## src/rtl/dual_bus_pkg.sv

```systemverilog
// dual_bus_pkg: shared types and helpers for the dual-channel redundant bus transmitter.
//   state_t        - transmitter FSM states
//   SYNC_WORD_DFLT - default frame sync word
//   csum_update    - running checksum step (acc XOR word), evaluated on a wide
//                    vector so any DATA_W up to CSUM_W can share it via casts
package dual_bus_pkg;

  localparam int unsigned CSUM_W = 64;

  localparam logic [7:0] SYNC_WORD_DFLT = 8'hA5;

  typedef enum logic [2:0] {
    ST_IDLE,
    ST_LOAD,
    ST_SYNC,
    ST_LEN,
    ST_PAYLOAD,
    ST_CSUM,
    ST_GAP
  } state_t;

  function automatic logic [CSUM_W-1:0] csum_update(input logic [CSUM_W-1:0] acc,
                                                     input logic [CSUM_W-1:0] word);
    return acc ^ word;
  endfunction

endpackage

```

## src/rtl/dual_bus_buf.sv

```systemverilog
// dual_bus_buf: single-frame payload buffer (MAX_LEN x DATA_W register file).
//   clk, rst     - clock, asynchronous active-high reset (clears pointers)
//   clr          - synchronous clear of write count and read pointer (frame done)
//   wr_en/wr_data- append a word at position 'count'
//   rd_en        - advance read pointer
//   rd_data_c    - word at the read pointer (combinational)
//   rd_last_c    - read pointer sits on the final stored word (combinational)
//   last_slot_c  - the next write fills the final slot (combinational)
//   count        - number of stored words
module dual_bus_buf #(
  parameter int unsigned DATA_W  = 8,
  parameter int unsigned MAX_LEN = 16,
  localparam int unsigned CNT_W  = $clog2(MAX_LEN + 1),
  localparam int unsigned PTR_W  = (MAX_LEN > 1) ? $clog2(MAX_LEN) : 1
) (
  input  logic              clk,
  input  logic              rst,
  input  logic              clr,
  input  logic              wr_en,
  input  logic [DATA_W-1:0] wr_data,
  input  logic              rd_en,
  output logic [DATA_W-1:0] rd_data_c,
  output logic              rd_last_c,
  output logic              last_slot_c,
  output logic [CNT_W-1:0]  count
);

  logic [DATA_W-1:0] mem [MAX_LEN];
  logic [PTR_W-1:0]  rd_ptr;

  // Storage needs no reset: contents are only read back below 'count'.
  always_ff @(posedge clk) begin
    if (wr_en) mem[PTR_W'(count)] <= wr_data;
  end

  // Write count doubles as the write pointer.
  always_ff @(posedge clk or posedge rst) begin
    if (rst) begin
      count  <= '0;
      rd_ptr <= '0;
    end else if (clr) begin
      count  <= '0;
      rd_ptr <= '0;
    end else begin
      if (wr_en) count  <= count + CNT_W'(1);
      if (rd_en) rd_ptr <= rd_ptr + PTR_W'(1);
    end
  end

  assign rd_data_c   = mem[rd_ptr];
  assign rd_last_c   = (CNT_W'(rd_ptr) + CNT_W'(1)) == count;
  assign last_slot_c = count == CNT_W'(MAX_LEN - 1);

endmodule

```

## src/rtl/dual_bus_tx.sv

```systemverilog
// dual_bus_tx: dual-channel redundant bus frame transmitter.
// Buffers one frame from a valid/ready word stream, then emits
// SYNC, LEN, payload and XOR checksum identically on channels A and B.
// Optional feature macro: FAULT_INJECT_EN (adds fi_arm; flips bit 0 of
// channel B's first payload word once per arm).
//   clk, rst            - clock, asynchronous active-high reset
//   s_valid/s_ready     - input handshake; s_data word, s_last frame end
//   a_valid/a_data      - channel A output
//   b_valid/b_data      - channel B output
//   tx_sof              - high on the SYNC word cycle
//   busy                - frame in progress (first accept to end of gap)
//   len_err             - one-cycle pulse on truncation at MAX_LEN
//   frame_cnt           - frames sent, wrapping
//   fi_arm              - fault inject request (FAULT_INJECT_EN only)
module dual_bus_tx
  import dual_bus_pkg::*;
#(
  parameter int unsigned        DATA_W     = 8,
  parameter int unsigned        MAX_LEN    = 16,
  parameter int unsigned        GAP_CYCLES = 2,
  parameter logic [DATA_W-1:0]  SYNC_WORD  = DATA_W'(SYNC_WORD_DFLT)
) (
  input  logic              clk,
  input  logic              rst,
  input  logic              s_valid,
  output logic              s_ready,
  input  logic [DATA_W-1:0] s_data,
  input  logic              s_last,
  output logic              a_valid,
  output logic [DATA_W-1:0] a_data,
  output logic              b_valid,
  output logic [DATA_W-1:0] b_data,
  output logic              tx_sof,
  output logic              busy,
  output logic              len_err,
  output logic [15:0]       frame_cnt
`ifdef FAULT_INJECT_EN
  ,
  input  logic              fi_arm
`endif
);

  localparam int unsigned CNT_W    = $clog2(MAX_LEN + 1);
  localparam int unsigned GAP_W    = (GAP_CYCLES > 1) ? $clog2(GAP_CYCLES) : 1;
  localparam int unsigned GAP_LAST = (GAP_CYCLES > 0) ? GAP_CYCLES - 1 : 0;

  state_t state, next_state;

  logic              accept_c;
  logic              buf_wr, buf_rd, buf_clr;
  logic [DATA_W-1:0] rd_data_c;
  logic              rd_last_c, last_slot_c;
  logic [CNT_W-1:0]  count;

  logic [DATA_W-1:0] csum_q, csum_d;
  logic [GAP_W-1:0]  gap_q, gap_d;

  logic              s_ready_d, a_valid_d, tx_sof_d, busy_d, len_err_d, cnt_inc;
  logic [DATA_W-1:0] a_data_d, b_data_d;

  assign accept_c = s_valid && s_ready;

  dual_bus_buf #(
    .DATA_W (DATA_W),
    .MAX_LEN(MAX_LEN)
  ) u_buf (
    .clk        (clk),
    .rst        (rst),
    .clr        (buf_clr),
    .wr_en      (buf_wr),
    .wr_data    (s_data),
    .rd_en      (buf_rd),
    .rd_data_c  (rd_data_c),
    .rd_last_c  (rd_last_c),
    .last_slot_c(last_slot_c),
    .count      (count)
  );

  // State register.
  always_ff @(posedge clk or posedge rst) begin
    if (rst) state <= ST_IDLE;
    else     state <= next_state;
  end

  // Next state and next output values; outputs are registered below.
  always_comb begin
    next_state = state;
    a_valid_d  = 1'b0;
    a_data_d   = '0;
    tx_sof_d   = 1'b0;
    len_err_d  = 1'b0;
    cnt_inc    = 1'b0;
    buf_wr     = 1'b0;
    buf_rd     = 1'b0;
    buf_clr    = 1'b0;
    csum_d     = csum_q;
    gap_d      = gap_q;

    case (state)
      ST_IDLE, ST_LOAD: begin
        if (accept_c) begin
          buf_wr = 1'b1;
          if (s_last) begin
            next_state = ST_SYNC;
          end else if (last_slot_c) begin
            // MAX_LEN-th word without s_last: close and flag truncation.
            next_state = ST_SYNC;
            len_err_d  = 1'b1;
          end else begin
            next_state = ST_LOAD;
          end
        end
      end
      ST_SYNC: begin
        a_valid_d  = 1'b1;
        a_data_d   = SYNC_WORD;
        tx_sof_d   = 1'b1;
        next_state = ST_LEN;
      end
      ST_LEN: begin
        a_valid_d  = 1'b1;
        a_data_d   = DATA_W'(count);
        csum_d     = DATA_W'(count);
        next_state = ST_PAYLOAD;
      end
      ST_PAYLOAD: begin
        a_valid_d = 1'b1;
        a_data_d  = rd_data_c;
        csum_d    = DATA_W'(csum_update(CSUM_W'(csum_q), CSUM_W'(rd_data_c)));
        buf_rd    = 1'b1;
        if (rd_last_c) next_state = ST_CSUM;
      end
      ST_CSUM: begin
        a_valid_d = 1'b1;
        a_data_d  = csum_q;
        cnt_inc   = 1'b1;
        buf_clr   = 1'b1;
        gap_d     = '0;
        if (GAP_CYCLES == 0) next_state = ST_IDLE;
        else                 next_state = ST_GAP;
      end
      ST_GAP: begin
        gap_d = gap_q + GAP_W'(1);
        if (gap_q == GAP_W'(GAP_LAST)) next_state = ST_IDLE;
      end
      default: next_state = ST_IDLE;
    endcase

    // Ready/busy are registered from the upcoming state so they line up with it.
    s_ready_d = (next_state == ST_IDLE) || (next_state == ST_LOAD);
    busy_d    = next_state != ST_IDLE;
  end

`ifdef FAULT_INJECT_EN
  logic fi_armed_q;
  logic pl_first_q;
  logic fi_hit_c;

  // pl_first_q is high exactly during the first PAYLOAD cycle (LEN precedes it).
  always_ff @(posedge clk or posedge rst) begin
    if (rst) begin
      fi_armed_q <= 1'b0;
      pl_first_q <= 1'b0;
    end else begin
      pl_first_q <= state == ST_LEN;
      if (fi_hit_c)
        fi_armed_q <= 1'b0;
      else if (fi_arm && ((state == ST_IDLE) || (state == ST_LOAD)))
        fi_armed_q <= 1'b1;
    end
  end

  assign fi_hit_c = fi_armed_q && pl_first_q && (state == ST_PAYLOAD);
  assign b_data_d = a_data_d ^ {{(DATA_W-1){1'b0}}, fi_hit_c};
`else
  assign b_data_d = a_data_d;
`endif

  // Output and datapath registers.
  always_ff @(posedge clk or posedge rst) begin
    if (rst) begin
      s_ready   <= 1'b0;
      a_valid   <= 1'b0;
      b_valid   <= 1'b0;
      a_data    <= '0;
      b_data    <= '0;
      tx_sof    <= 1'b0;
      busy      <= 1'b0;
      len_err   <= 1'b0;
      frame_cnt <= '0;
      csum_q    <= '0;
      gap_q     <= '0;
    end else begin
      s_ready <= s_ready_d;
      a_valid <= a_valid_d;
      b_valid <= a_valid_d;
      a_data  <= a_data_d;
      b_data  <= b_data_d;
      tx_sof  <= tx_sof_d;
      busy    <= busy_d;
      len_err <= len_err_d;
      csum_q  <= csum_d;
      gap_q   <= gap_d;
      if (cnt_inc) frame_cnt <= frame_cnt + 16'd1;
    end
  end

endmodule
```

## config.mk

```make
export PLATFORM = sky130hd
export DESIGN_NAME = dual_bus_tx
export DESIGN_NICKNAME = d
export VERILOG_FILES = /design/src/rtl/dual_bus_pkg.sv /design/src/rtl/dual_bus_buf.sv /design/src/rtl/dual_bus_tx.sv
export SDC_FILE = /design/constraint.sdc
export NUM_CORES = 1
export LEC_CHECK = 0
export ABC_AREA = 1
export BUFFER_PORTS_ARGS = -buffer_cell sky130_fd_sc_hd__buf_2
export CAP_MARGIN = 40
export CORE_AREA = 2 2 114 116
export CTS_CLUSTER_DIAMETER = 60
export DETAILED_ROUTE_END_ITERATION = 6
export DIE_AREA = 0 0 116 118
export PLACE_DENSITY = 0.84
export SYNTH_ARGS = -nofsm -noshare
export SYNTH_HDL_FRONTEND = slang
export SYNTH_SLANG_ARGS = --single-unit
```

## constraint.sdc

```tcl
create_clock -name clk -period 4.6 [get_ports clk]
set_input_delay 0.46 -clock clk [delete_from_list [all_inputs] [get_ports clk]]
set_output_delay 0.46 -clock clk [all_outputs]
set_load 0.05 [all_outputs]
```

Yosys cells after proc, flatten, opt, wreduce, memory -nomap -nowiden:

Memories as Yosys holds them, arrays and structs flattened.
Cells that the tools add are included.

* register bits after elaboration: 50
* output and inout port bits: 38
* input bits: 12
* logic and storage cells: 64
* memories kept: 1
* memory bits (writable): 128

Memory list
* u_buf.mem: depth 16, width 8, rd ports 1, clocked after memory_dff 0, write ports 1, RTL line dual_bus_buf.sv:28 `logic [DATA_W-1:0] mem [MAX_LEN];`

* bitwise logic cells: 1
* multiplexer cells: 25
* eq/ne operators: 9
* reductions and logical operators: 11
* $add $sub $neg: 5

Operator list (count)
* 8-bit case mux with 4 select lines: 1
* 3-bit case mux with 6 select lines: 1
* 16-bit by 1-bit adder with 16-bit output, second input constant: 1
* 8-bit case mux with 2 select lines: 1
* 1-bit 2-to-1 mux: 12
* 5-bit 2-to-1 mux: 2
* 3-bit == test, second input constant: 3
* 3-bit 2-to-1 mux: 3
* 4-bit 2-to-1 mux: 2
* 2-bit nonzero test: 4
* 8-bit bitwise XOR: 1
* 3-bit by 1-bit == test with 1-bit output, second input constant: 2
* 3-bit by 2-bit == test with 1-bit output, second input constant: 2
* 3-bit zero test: 2
* 4-bit by 1-bit adder with 5-bit output, second input constant: 1
* 5-bit by 1-bit adder with 5-bit output, second input constant: 1
* 5-bit by 4-bit == test with 1-bit output, second input constant: 1
* 5-bit == test: 1
* 4-bit by 1-bit adder with 4-bit output, second input constant: 1
* 2-bit 2-to-1 mux: 2
* 4-bit OR reduction: 1
* 3-bit nonzero test: 1
* 1-bit case mux with 2 select lines: 1
* 2-bit OR reduction: 1
* 3 further kinds: 3

Logic depth before layout (Yosys ltp):

Gate-level depths: netlist of run 1.

* depth after elaboration: 7
* gate-level depth with buffers: 11
* depth with buffers taken out: 10

Hierarchy:

A second synthesis of run 1 with hierarchy kept.

* cells, all modules: 870
* area total of the unflattened synthesis: 8226.6 um^2

Modules (own cells, without submodules)
* dual_bus_buf: area an instance 6150.9 um^2, cells an instance 616, times used 1, sequential area each 4068.9 um^2
* dual_bus_tx: area an instance 2075.7 um^2, cells an instance 254, times used 1, sequential area each 1026.0 um^2

Worst setup path after synthesis of run 1:

Ideal clock, no wire load.

* path type: register to register
* from: register s_ready
* to: memory u_buf.mem[0][0] (enable)
* clock period less this slack: 1.947 ns
* data required time: 4.230 ns
* cell stages (with the launch flop): 7
* setup slack: 2.653 ns
* data arrival time: 1.577 ns
* library setup time: 0.370 ns
* buffers on the path: 0
* cells stage by stage: dfrtp_1 > nand2_1 > inv_1 > nand2_1 > inv_1 > nand2_1 > nor2_1

* longest elaborated chain between the ends: 5

RTL lines
* from (decl): RTL line dual_bus_tx.sv:26 `output logic s_ready,`
* from (signal assigned): RTL line dual_bus_tx.sv:194 `s_ready <= s_ready_d;`
* 1-bit logical AND: RTL line dual_bus_tx.sv:61 `assign accept_c = s_valid && s_ready;`
* 1-bit 2-to-1 mux: RTL line dual_bus_tx.sv:101 `if (accept_c) begin`
* 1-bit 2-to-1 mux: RTL line dual_bus_tx.sv:99 `case (state)`
* 1-bit 2-to-1 mux: RTL line dual_bus_buf.sv:33 `if (wr_en) mem[PTR_W'(count)] <= wr_data;`
* 1-bit 2-to-1 mux (implied by the code): RTL line dual_bus_buf.sv:33
* to (decl): RTL line dual_bus_buf.sv:28

Every way passes these cells.

Worst setup path in the final report of run 1:

* from: register state[2]
* to: memory u_buf.mem[4][3] (enable)

* longest elaborated chain between the ends: 5
* elaborated cells on any way between the ends: 6
* classes of those cells: 1 x eq/ne; 3 x mux; 2 x reduce/logical

RTL lines
* from (decl): RTL line dual_bus_tx.sv:47 `state_t state, next_state;`
* from (signal assigned): RTL line dual_bus_tx.sv:82 `else state <= next_state;`
* 3-bit by 1-bit == test with 1-bit output / 3-bit zero test (equally long branches): RTL line dual_bus_tx.sv:99
* 2-bit OR reduction *: RTL line dual_bus_tx.sv:99
* 1-bit 2-to-1 mux *: RTL line dual_bus_tx.sv:99
* 1-bit 2-to-1 mux *: RTL line dual_bus_buf.sv:33
* 1-bit 2-to-1 mux (implied by the code) *: RTL line dual_bus_buf.sv:33

Mark *: on every way between the ends. The rest lies on a longest branch, timed or not.

==> flow_summary.yaml, run 1 <==
grt:
  grt_pass1_wl_mm: 27.31
  grt.total_usage: 0.2711
  grt_overflow: 0
  antenna_found_initial: 0
  grt_max_degree: 68
  grt_pass1_vias: 5299
placement:
  dp_hpwl_mm: 11.20
  place_ws_ps: 2158
  portBuffers: 49
  gp_congestion: 0.9236
sta:
  hold_viol: 0
  fin_skew_ps: 7.488
  layout_min_cycle_time_ps: 2498
  finalSetupViolCount: 0
  fmax_mhz: 400.3
  fin_ws_ps: 2102
  max_slew.worst_pin.slew_ps: 930.6
  relSlewSlack: 0.3773
  tns_ps: 0
  rsz0062_at_grt: "no"
  slew_violations: 0
  period_share: 0.5431
route:
  drt_pass1_iterations: 7
  via_per_inst: 5.425
  drt_drc_violations_left: 0
  drtIter0Drc: 688
  vias: 5593
  wl_mm: 17.43
  routedWlPerCell_um: 16.91
  antenna_left: 0
clocking:
  ctsRootBufferMaster: "clkbuf_16"
  cts.sinks: 178
  postCtsSetupBuffers: 0
  cts_buffers: 17
  cts_tree: "yes"
  clk_latency_ps: 440
  clk_pin_slew_worst_paths_ps: 70
  ctsResizeCount: 0
  clk_path_buf_depth: 2
  cts_hold_buf: 0
  htree_levels: 4
floorplan:
  fp.dieH_um: 118
  start_util: 0.6434
  fp.dieW_um: 116
  placeableCoreArea_um2: 12410
  placementRows: 41
  dieArea_um2: 13690
  io_pins: 50
synth:
  synth_fp_nets: 831
  ys_seq_area_frac: 0.6378
  synth_area_per_cell_um2: 9.861
  synth_warnings: 0
  synth_seq_cells: 178
  yosysUniqueCellTypes: 30
  postSynthCellCount: 810
  synth_area_um2: 7988
worst_setup_path:
  reg2reg_slack_ps: 2100
  critPathLaunch: "state[2]$_DFF_PP0_"
  arrival_ps: 2560
  r2r.worst_path.cells: 6
  start_kind: "register"
  endpoint: "u_buf.mem[4][3]$_DFFE_PP_"
  cp.required_ps: 4660
  cp-end-kind: "register"
  r2r_end: "u_buf.mem[4][3]$_DFFE_PP_"
  path_max_fanout: 8
  rr_startpoint: "state[2]$_DFF_PP0_"
  crit_type: "register to register"
power_and_ir_drop:
  p_per_area_nw_per_um2: 587.1
  power_frac_clock: 0.280
  switching_share: 0.3859
  combPwrFrac: 0.341
  seq_power_share: 0.379
  ir_drop_uv: 310.0
  finalPower_mw: 5.248
  p_switching_mw: 2.025
  leakagePower_nw: 4.044
  p_int_mw: 3.223
layout:
  area_growth_pct: 11.90
  fillCellCount: 869
  diodes: 0
  multi_input_area_um2: 2163
  drive_gt1_frac: 0.1164
  final_net_count: 868
  regArea_um2: 5096
min_path:
  hp-class: "input pin to asynchronous set/reset pin"
run_status:
  status: "complete, no violations"
job:
  drv_cap: 0
[sequential cells by signal (all words and copies together), names as in the netlist, 3 cells and up]
signal and cells:
u_buf.mem 128, frame_cnt 16, b_data 8, csum_q 8
u_buf.count 5, u_buf.rd_ptr 4, state 3
[worst max-delay path, stage by stage, from the launching register on]
cell	delay [ps]
dfrtp_1	440
inv_1	130
ha_1	210
nand2_1	130
inv_1	240
nand2_1	210
nor2_1	750
[worst min-delay path by stage]
| stage | from | end | slack [ps] | cells after the start |
|---|---|---|---|---|
| global route | rst | frame_cnt[15]$_DFFE_PP0P_ | 50 | 2 |
| finish | rst | frame_cnt[9]$_DFFE_PP0P_ | 20 | 2 |
| floorplan | csum_q[5]$_DFFE_PP0P_ | csum_q[5]$_DFFE_PP0P_ | 420 | 1 |
| global placement | csum_q[5]$_DFFE_PP0P_ | csum_q[5]$_DFFE_PP0P_ | 440 | 1 |
| detailed placement | csum_q[5]$_DFFE_PP0P_ | csum_q[5]$_DFFE_PP0P_ | 460 | 1 |
| CTS | rst | frame_cnt[15]$_DFFE_PP0P_ | 40 | 2 |
[through the flow]
step	hold slack (ps)	std cells	instance area, µm²	utilization
floorplan	424.4	810	7988	-
global placement	444.8	996	8253	0.6648
detailed placement	458.3	1000	8335	0.6714
CTS	37.62	1031	8939	0.7200
global route	49.97	1031	8939	0.7200
finish	24.72	1031	8939	0.7200
[placed cells by master (no fill, tap or decap), types with 10 or more instances in the layout]
cell type  synthesis  final
a21oi_1           11     11
buf_2             19     49
clkbuf_16          0     17
dfrtp_1           50     49
edfxtp_1         128    128
inv_1            131    130
nand2_1          217    217
nand3_1          126    126
nor2_1            38     38
o21ai_0           15     15
xnor2_1           10     10
xor2_1            11     11
[per-layer routing]
metal  track usage  routed length, µm
met5             0                  0
met4        0.1510                697
met3       0.06591               1536
met2        0.4156               8375
met1        0.3543               6824
[Yosys cell counts]
cell	instances	area share
nand4_1	3	0.0023
nor2_4	1	0.0014
inv_2	3	0.0014
a21oi_1	11	0.0069
o211ai_1	1	0.00094
o21ai_0	15	0.0094
nand3_2	2	0.0025
dfrtp_1	50	0.16
nand2_1	217	0.10
buf_4	12	0.011
o22ai_1	2	0.0016
xnor2_1	10	0.011
buf_2	19	0.012
clkbuf_1	3	0.0014
clkinv_1	2	0.00094
buf_6	1	0.0014
nand2_2	1	0.00078
a211oi_1	1	0.00094
edfxtp_1	128	0.48
nor3_2	2	0.0025
xor2_1	11	0.012
nand3b_1	1	0.00094
o21ai_1	2	0.0013
nor2_2	2	0.0016
buf_1	3	0.0014
nor2_1	38	0.018
nand3_1	126	0.079
ha_1	9	0.014
inv_1	131	0.062
nor3_1	3	0.0019
[power groups by stage]
stage                     registers [mW]  clock network [mW]  logic, mW
after global routing                2.01                1.54       1.95
final                               1.99                1.47       1.79
after CTS                           1.99                1.48       1.77
after detailed placement            2.02                   0       1.75
after global placement              2.01                   0       1.68
after floorplan                     2.16                   0       1.18
[kinds of logic (layout without fill, tap and decap cells)]
group / Yosys count / count (layout) / synth area share
buffers and inverters: 174 / 223 / 0.09132
AND/OR/NAND/NOR: 396 / 396 / 0.2127
XOR/XNOR: 21 / 21 / 0.02303
flip-flops: 178 / 178 / 0.6378
AO/OA/AOI/OAI: 32 / 32 / 0.02099
adder cells (fa/ha/maj): 9 / 9 / 0.01410
[area by class of cell]
type | instances | share of cell area
Inverter | 136 | 0.05711
Clock inverter | 14 | 0.01988
Timing Repair Buffer | 56 | 0.03919
Clock buffer | 17 | 0.04759
Tap cell | 172 | 0.02408
Sequential cell | 178 | 0.5701
Multi-Input combinational cell | 458 | 0.2420
(Power assumes the default switching activity.)
==> run 2, diff against run 1 <==
- CORE_AREA: 2 2 114 116 -> 2 2 118 120
- DIE_AREA: 0 0 116 118 -> 0 0 120 122
- PLACE_DENSITY: 0.84 -> 0.79
- clock period: 4.6 -> 2.5 ns (I/O delays scaled with it)
==> run 2 against run 1 <==
Critical path depth did not move. Clock power rose by 82%. Sequential share of layout area fell by 0.77 points. Final cell count rose by 2.7%. Worst hold slack improved by 210 ps.
==> flow_summary.yaml, run 2 (synthesized netlist as in run 1, its figures left out) <==
sta:
  hold_viol: 0
  fin_skew_ps: 8.391
  rsz0062_at_grt: "no"
  period_share: 0.8823
  max_slew.worst_pin.slew_ps: 635.1
  tns_ps: 0
  slew_violations: 0
  finalSetupViolCount: 0
  fmax_mhz: 453.4
  relSlewSlack: 0.5760
  layout_min_cycle_time_ps: 2206
layout:
  final_area_um2: 9061
  regArea_um2: 5096
  diodes: 0
  final_common_cell: "nand2_1"
  layout_common_cells: "217 x nand2_1, 130 x inv_1, 128 x edfxtp_1, 126 x nand3_1"
  drive_gt1_frac: 0.1342
  multi_input_area_um2: 2163
  largest_reg_flops: 128
  final_net_count: 887
  top_register: "u_buf.mem"
  fillCellCount: 1016
  reg_top3: "u_buf.mem: 128 flops, frame_cnt: 16 flops"
  finalNonFillerCells: 1059
  area_growth_pct: 13.44
  final_core_util: 0.6710
worst_setup_path:
  path_delay_family: "simple AND/OR/NAND/NOR gates"
  rr_startpoint: "state[2]$_DFF_PP0_"
  crit_chain: "inv_1 -> ha_1 -> nand2_1 -> inv_1 -> nand2_1 -> nor2_1"
  cp_slowest_cell: "nor2_1"
  path_buf_inv: 2
  slowest_delay_ps: 480
  arrival_ps: 2280
  cp-end-kind: "register"
  crit_type: "register to register"
  path_max_fanout: 8
  start_kind: "register"
  cp.required_ps: 2580
  r2r_end: "u_buf.mem[5][3]$_DFFE_PP_"
  reg2reg_slack_ps: 290
  r2r.worst_path.cells: 6
route:
  via_per_inst: 5.360
  drt_pass1_iterations: 5
  antenna_left: 0
  routedWlPerCell_um: 16.14
  vias: 5676
  drt_drc_violations_left: 0
  drtIter0Drc: 489
  wl_mm: 17.09
placement:
  placedCellCount: 1025
  dpl-instance-area_um2: 8433
  gp_congestion: 0.9021
  portBuffers: 49
  dp_hpwl_mm: 11.08
run_status:
  status: "complete, no violations"
grt:
  grt_max_degree: 36
  grt_pass1_wl_mm: 27.34
  antenna_found_initial: 0
  grt.total_usage: 0.2493
  grt_pass1_vias: 5404
  grt_overflow: 0
clocking:
  htree_levels: 4
  ctsResizeCount: 0
  cts_tree: "yes"
  clk_latency_ps: 440
  ctsRootBufferMaster: "clkbuf_16"
  cts_buffers: 17
  clk_path_buf_depth: 2
  clk_pin_slew_worst_paths_ps: 70
  cts.sinks: 178
floorplan:
  fp.dieH_um: 122
  io_pins: 50
  dieArea_um2: 14640
  placementRows: 43
  placeableCoreArea_um2: 13500
  fp.dieW_um: 120
  start_util: 0.5915
power_and_ir_drop:
  seq_power_share: 0.376
  combPwrFrac: 0.346
  finalPower_mw: 9.636
  leakagePower_nw: 4.139
  p_switching_mw: 3.840
  ir_drop_uv: 670.4
  switching_share: 0.3985
  p_per_area_nw_per_um2: 1063
  power_frac_clock: 0.278
  p_int_mw: 5.796
job:
  drv_cap: 0
min_path:
  hp-class: "input pin to register"
  holdPathEnd: "u_buf.mem[11][1]$_DFFE_PP_"
  min_from: "s_data[1]"
  whs_path_depth: 1
-- run 2: repair_timing --
action,in CTS,in global routing
hold buffers,2,0
hold endpoints to repair,32,0
buffers inserted,0,0
-- run 2: layout make-up --
type	instances	area share
Clock buffer	17	0.04695
Tap cell	180	0.02486
Sequential cell	178	0.5624
Timing Repair Buffer	75	0.05054
Inverter	136	0.05634
Multi-Input combinational cell	458	0.2387
Clock inverter	15	0.02016
-- run 2: worst max-delay path by stage --
stage,start,end,slack [ps],cells after the start
5_1_grt,state[2]$_DFF_PP0_,u_buf.mem[5][3]$_DFFE_PP_,140,6
3_3_place_gp,state[2]$_DFF_PP0_,u_buf.mem[3][5]$_DFFE_PP_,460,6
4_1_cts,state[2]$_DFF_PP0_,u_buf.mem[5][3]$_DFFE_PP_,320,6
2_1_floorplan,s_ready$_DFF_PP0_,u_buf.mem[0][0]$_DFFE_PP_,550,6
3_5_place_dp,state[2]$_DFF_PP0_,u_buf.mem[5][3]$_DFFE_PP_,330,6
6_report,state[2]$_DFF_PP0_,u_buf.mem[5][3]$_DFFE_PP_,290,6
-- run 2: routing by layer --
layer / up-vias / share of wire / global-route usage
li1: 2716 / - / -
met1: 2656 / 0.42 / 0.3279
met2: 270 / 0.48 / 0.4038
met3: 34 / 0.081 / 0.05993
met4: 0 / 0.022 / 0.09779
met5: - / 0 / 0
-- run 2: worst reg2reg max path, delay by kind of cell (launching register included) --
family        cells  cell delay, ps
simple gates      3             790
flops             1             450
fa+ha+maj         1             230
buf+inv           2             370
-- run 2: through the flow --
stage                     hold slack, ps  setup slack (ps)
final                              237.8             294.2
after global routing               243.6             143.2
after CTS                          219.4             316.6
after detailed placement           376.7             332.2
after global placement             374.2             460.9
after floorplan                    315.9             553.0
-- run 2: power groups by stage --
| stage | Combinational [mW] | Clock (mW) | Sequential, mW |
|---|---|---|---|
| 6_report | 3.34 | 2.68 | 3.63 |
| 2_1_floorplan | 2.18 | 0 | 3.98 |
| 5_1_grt | 3.66 | 2.82 | 3.65 |
| 3_5_place_dp | 3.25 | 0 | 3.68 |
| 3_3_place_gp | 3.21 | 0 | 3.67 |
| 4_1_cts | 3.29 | 2.71 | 3.62 |
==> run 3, diff against run 2 <==
- CORE_AREA: 2 2 118 120 -> 2 2 107 135
- DIE_AREA: 0 0 120 122 -> 0 0 109 137
- SYNTH_HIERARCHICAL: default -> 1
- clock period: 2.5 -> 2.29 ns (I/O delays scaled with it)
==> run 3 against run 2 <==
Worst hold slack worse by 22 ps. Register-to-register slack worse by 30 ps. Sequential power up 12%. First-iteration DRC count up 5.1%. Wire length up 3.9%. Fmax up 8.7%. Die area up 2.0%. Clock skew up 2.4 ps. Total power up 8.6%. Critical endpoint is now u_buf/mem[7][3]$_DFFE_PP_.
==> flow_summary.yaml, run 3 <==
grt:
  antenna_found_initial: 0
  met3_usage: 0.06524
  met2_usage: 0.4400
  grt_pass1_wl_mm: 28.18
  grt_use_met1: 0.3067
  grt_max_degree: 42
  grt_overflow: 0
  top_usage_layer: "met2"
  grt.total_usage: 0.2598
  grt_pass1_vias: 5666
route:
  vias: 6007
  drt_drc_violations_left: 0
  routedWlPerCell_um: 15.89
  drtIter0Drc: 514
  via_per_inst: 5.378
  antenna_left: 0
  wl_mm: 17.75
  drt_pass1_iterations: 5
job:
  drv_cap: 0
worst_setup_path:
  slowest_delay_ps: 480
  crit_type: "register to register"
  critPathLaunch: "state[2]$_DFF_PP0_"
  arrival_ps: 2170
  cp_slowest_cell: "dfrtp_1"
  crit_chain: "inv_2 -> ha_1 -> inv_1 -> nor2_2 -> nand2_1 -> nor2_1 -> inv_1 -> nor2_1 -> buf_4"
  rr_startpoint: "state[2]$_DFF_PP0_"
  path_max_fanout: 8
  start_kind: "register"
  cp-end-kind: "register"
  path_delay_family: "simple AND/OR/NAND/NOR gates"
  cp.required_ps: 2440
  path_buf_inv: 4
synth:
  synth_seq_cells: 178
  synth_area_leader_cell: "edfxtp_1"
  synth_fp_nets: 890
  synth_area_um2: 8227
  postSynthCellCount: 870
  synth_xor_area_frac: 0.01065
  yosys-top-cells-area: "edfxtp_1 47%, dfrtp_1 15%, nand2_1 13%"
  yosysUniqueCellTypes: 27
  synth_warnings: 6
  synth_edf_count: 128
  synth_most_common_cell: "nand2_1"
  synth_adder_area_share: 0.01217
  synth_area_per_cell_um2: 9.456
  async_flop_share: 0.2809
  synth_compound_area_frac: 0.01567
  synth_top_family_by_area: "simple AND/OR/NAND/NOR gates"
  netlist.area_leader.share: 0.4672
  ys_seq_area_frac: 0.6193
  synth_flop_cell: "edfxtp_1"
  muxShareOfSynthArea: 0
  synth_commonest_cells: "274 x nand2_1, 138 x inv_1, 128 x edfxtp_1"
  synthSimpleGateAreaFrac: 0.2455
power_and_ir_drop:
  ir_drop_uv: 784.2
  p_per_area_nw_per_um2: 1133
  leakagePower_nw: 4.318
sta:
  relSlewSlack: 0.6010
  tns_ps: 0
  slew_violations: 0
  fin_ws_ps: 261.4
  fmax_mhz: 493.0
  hold_viol: 0
  period_share: 0.8858
  fin_skew_ps: 10.77
  hold_slack_ps: 215.8
  rsz0062_at_grt: "no"
  layout_min_cycle_time_ps: 2029
  finalSetupViolCount: 0
  max_slew.worst_pin.slew_ps: 597.7
floorplan:
  start_util: 0.6034
  io_pins: 50
  fp.dieW_um: 109
  dieArea_um2: 14930
  fp.dieH_um: 137
  placementRows: 48
  placeableCoreArea_um2: 13630
clocking:
  clk_latency_ps: 440
  clk_pin_slew_worst_paths_ps: 70
  cts.sinks: 178
  cts_buffers: 17
  clk_path_buf_depth: 2
  postCtsSetupBuffers: 0
  cts_tree: "yes"
  ctsRootBufferMaster: "clkbuf_16"
  htree_levels: 4
run_status:
  status: "complete, no violations"
layout:
  layout_common_cells: "274 x nand2_1, 138 x inv_1, 128 x edfxtp_1, 123 x nand3_1"
  final_net_count: 949
  final_core_util: 0.6776
  final_area_um2: 9238
  largest_reg_flops: 128
  final_common_cell: "nand2_1"
  diodes: 0
  reg_top3: "u_buf/mem: 128 flops, frame_cnt: 16 flops"
  top_register: "u_buf/mem"
  area_growth_pct: 12.29
  drive_gt1_frac: 0.1306
min_path:
  hp-class: "input pin to register"
  min_from: "s_data[2]"
placement:
  gp_congestion: 0.9433
  place_ws_ps: 194.3
  dp_hpwl_mm: 11.98
  dpl-instance-area_um2: 8642
  portBuffers: 49
## run 3: changes by cell type after synthesis, sizes merged, moves of 6 or more
| cell | before | now |
|---|---|---|
| nand2 | 218 | 276 |
| nor2 | 41 | 56 |
| inv | 134 | 144 |
| o21ai | 17 | 9 |
| nand4 | 3 | 10 |
| a21oi | 11 | 5 |
| xor2 | 11 | 5 |
## run 3: cells by family (layout without fill, tap and decap cells)
family	Yosys count	count (layout)
AO/OA/AOI/OAI	22	22
adder cells (fa/ha/maj)	8	8
flip-flops	178	178
buffers and inverters	182	254
AND/OR/NAND/NOR	470	470
XOR/XNOR	10	10
## run 3: metal layers
layer / up-vias / part of all wire
met3: 45 / 0.065
met4: 0 / 0.037
met1: 2806 / 0.40
met5: - / 0
met2: 267 / 0.50
li1: 2889 / -
## run 3: stage by stage
stage	power, mW	std cells
floorplan	6.910	870
global placement	7.566	1083
detailed placement	7.659	1083
CTS	10.47	1117
global route	11.08	1117
finish	10.47	1117
## run 3: area by class of cell
cell class                      count  area (µm²)
Fill cell                        1032        4395
Inverter                          144       543.0
Tap cell                          175       219.0
Multi-Input combinational cell    510        2338
Sequential cell                   178        5096
Timing Repair Buffer               78       467.9
Clock inverter                     15       147.6
Clock buffer                       17       425.4
## run 3: repair_timing
action,4_1_cts,5_1_grt
hold buffers,2,0
gates resized for setup,0,1
hold endpoints to repair,51,0
setup endpoints to repair,0,8
## run 3: final timing paths
check	end	slack, ps	cells after the start
min	u_buf/mem[8][2]$_DFFE_PP_	220	1
min reg2reg	csum_q[7]$_DFFE_PP0P_	490	1
max reg2reg	u_buf/mem[7][3]$_DFFE_PP_	260	9
min in group asynchronous	u_buf/count[1]$_DFFE_PP0P_	320	3
max	u_buf/mem[7][3]$_DFFE_PP_	260	9
max in group asynchronous	csum_q[5]$_DFFE_PP0P_	1460	4
## run 3: worst reg2reg max path, cell delays in order, from the launching register on
cell	delay (ps)
dfrtp_1	480
inv_2	100
ha_1	210
inv_1	70
nor2_2	220
nand2_1	200
nor2_1	130
inv_1	60
nor2_1	80
buf_4	170
## run 3: where the power goes
part / switching [mW] / internal, mW
Sequential: 0.296 / 3.77
Combinational: 2.58 / 1.01
Clock: 1.28 / 1.53
Total: 4.15 / 6.31
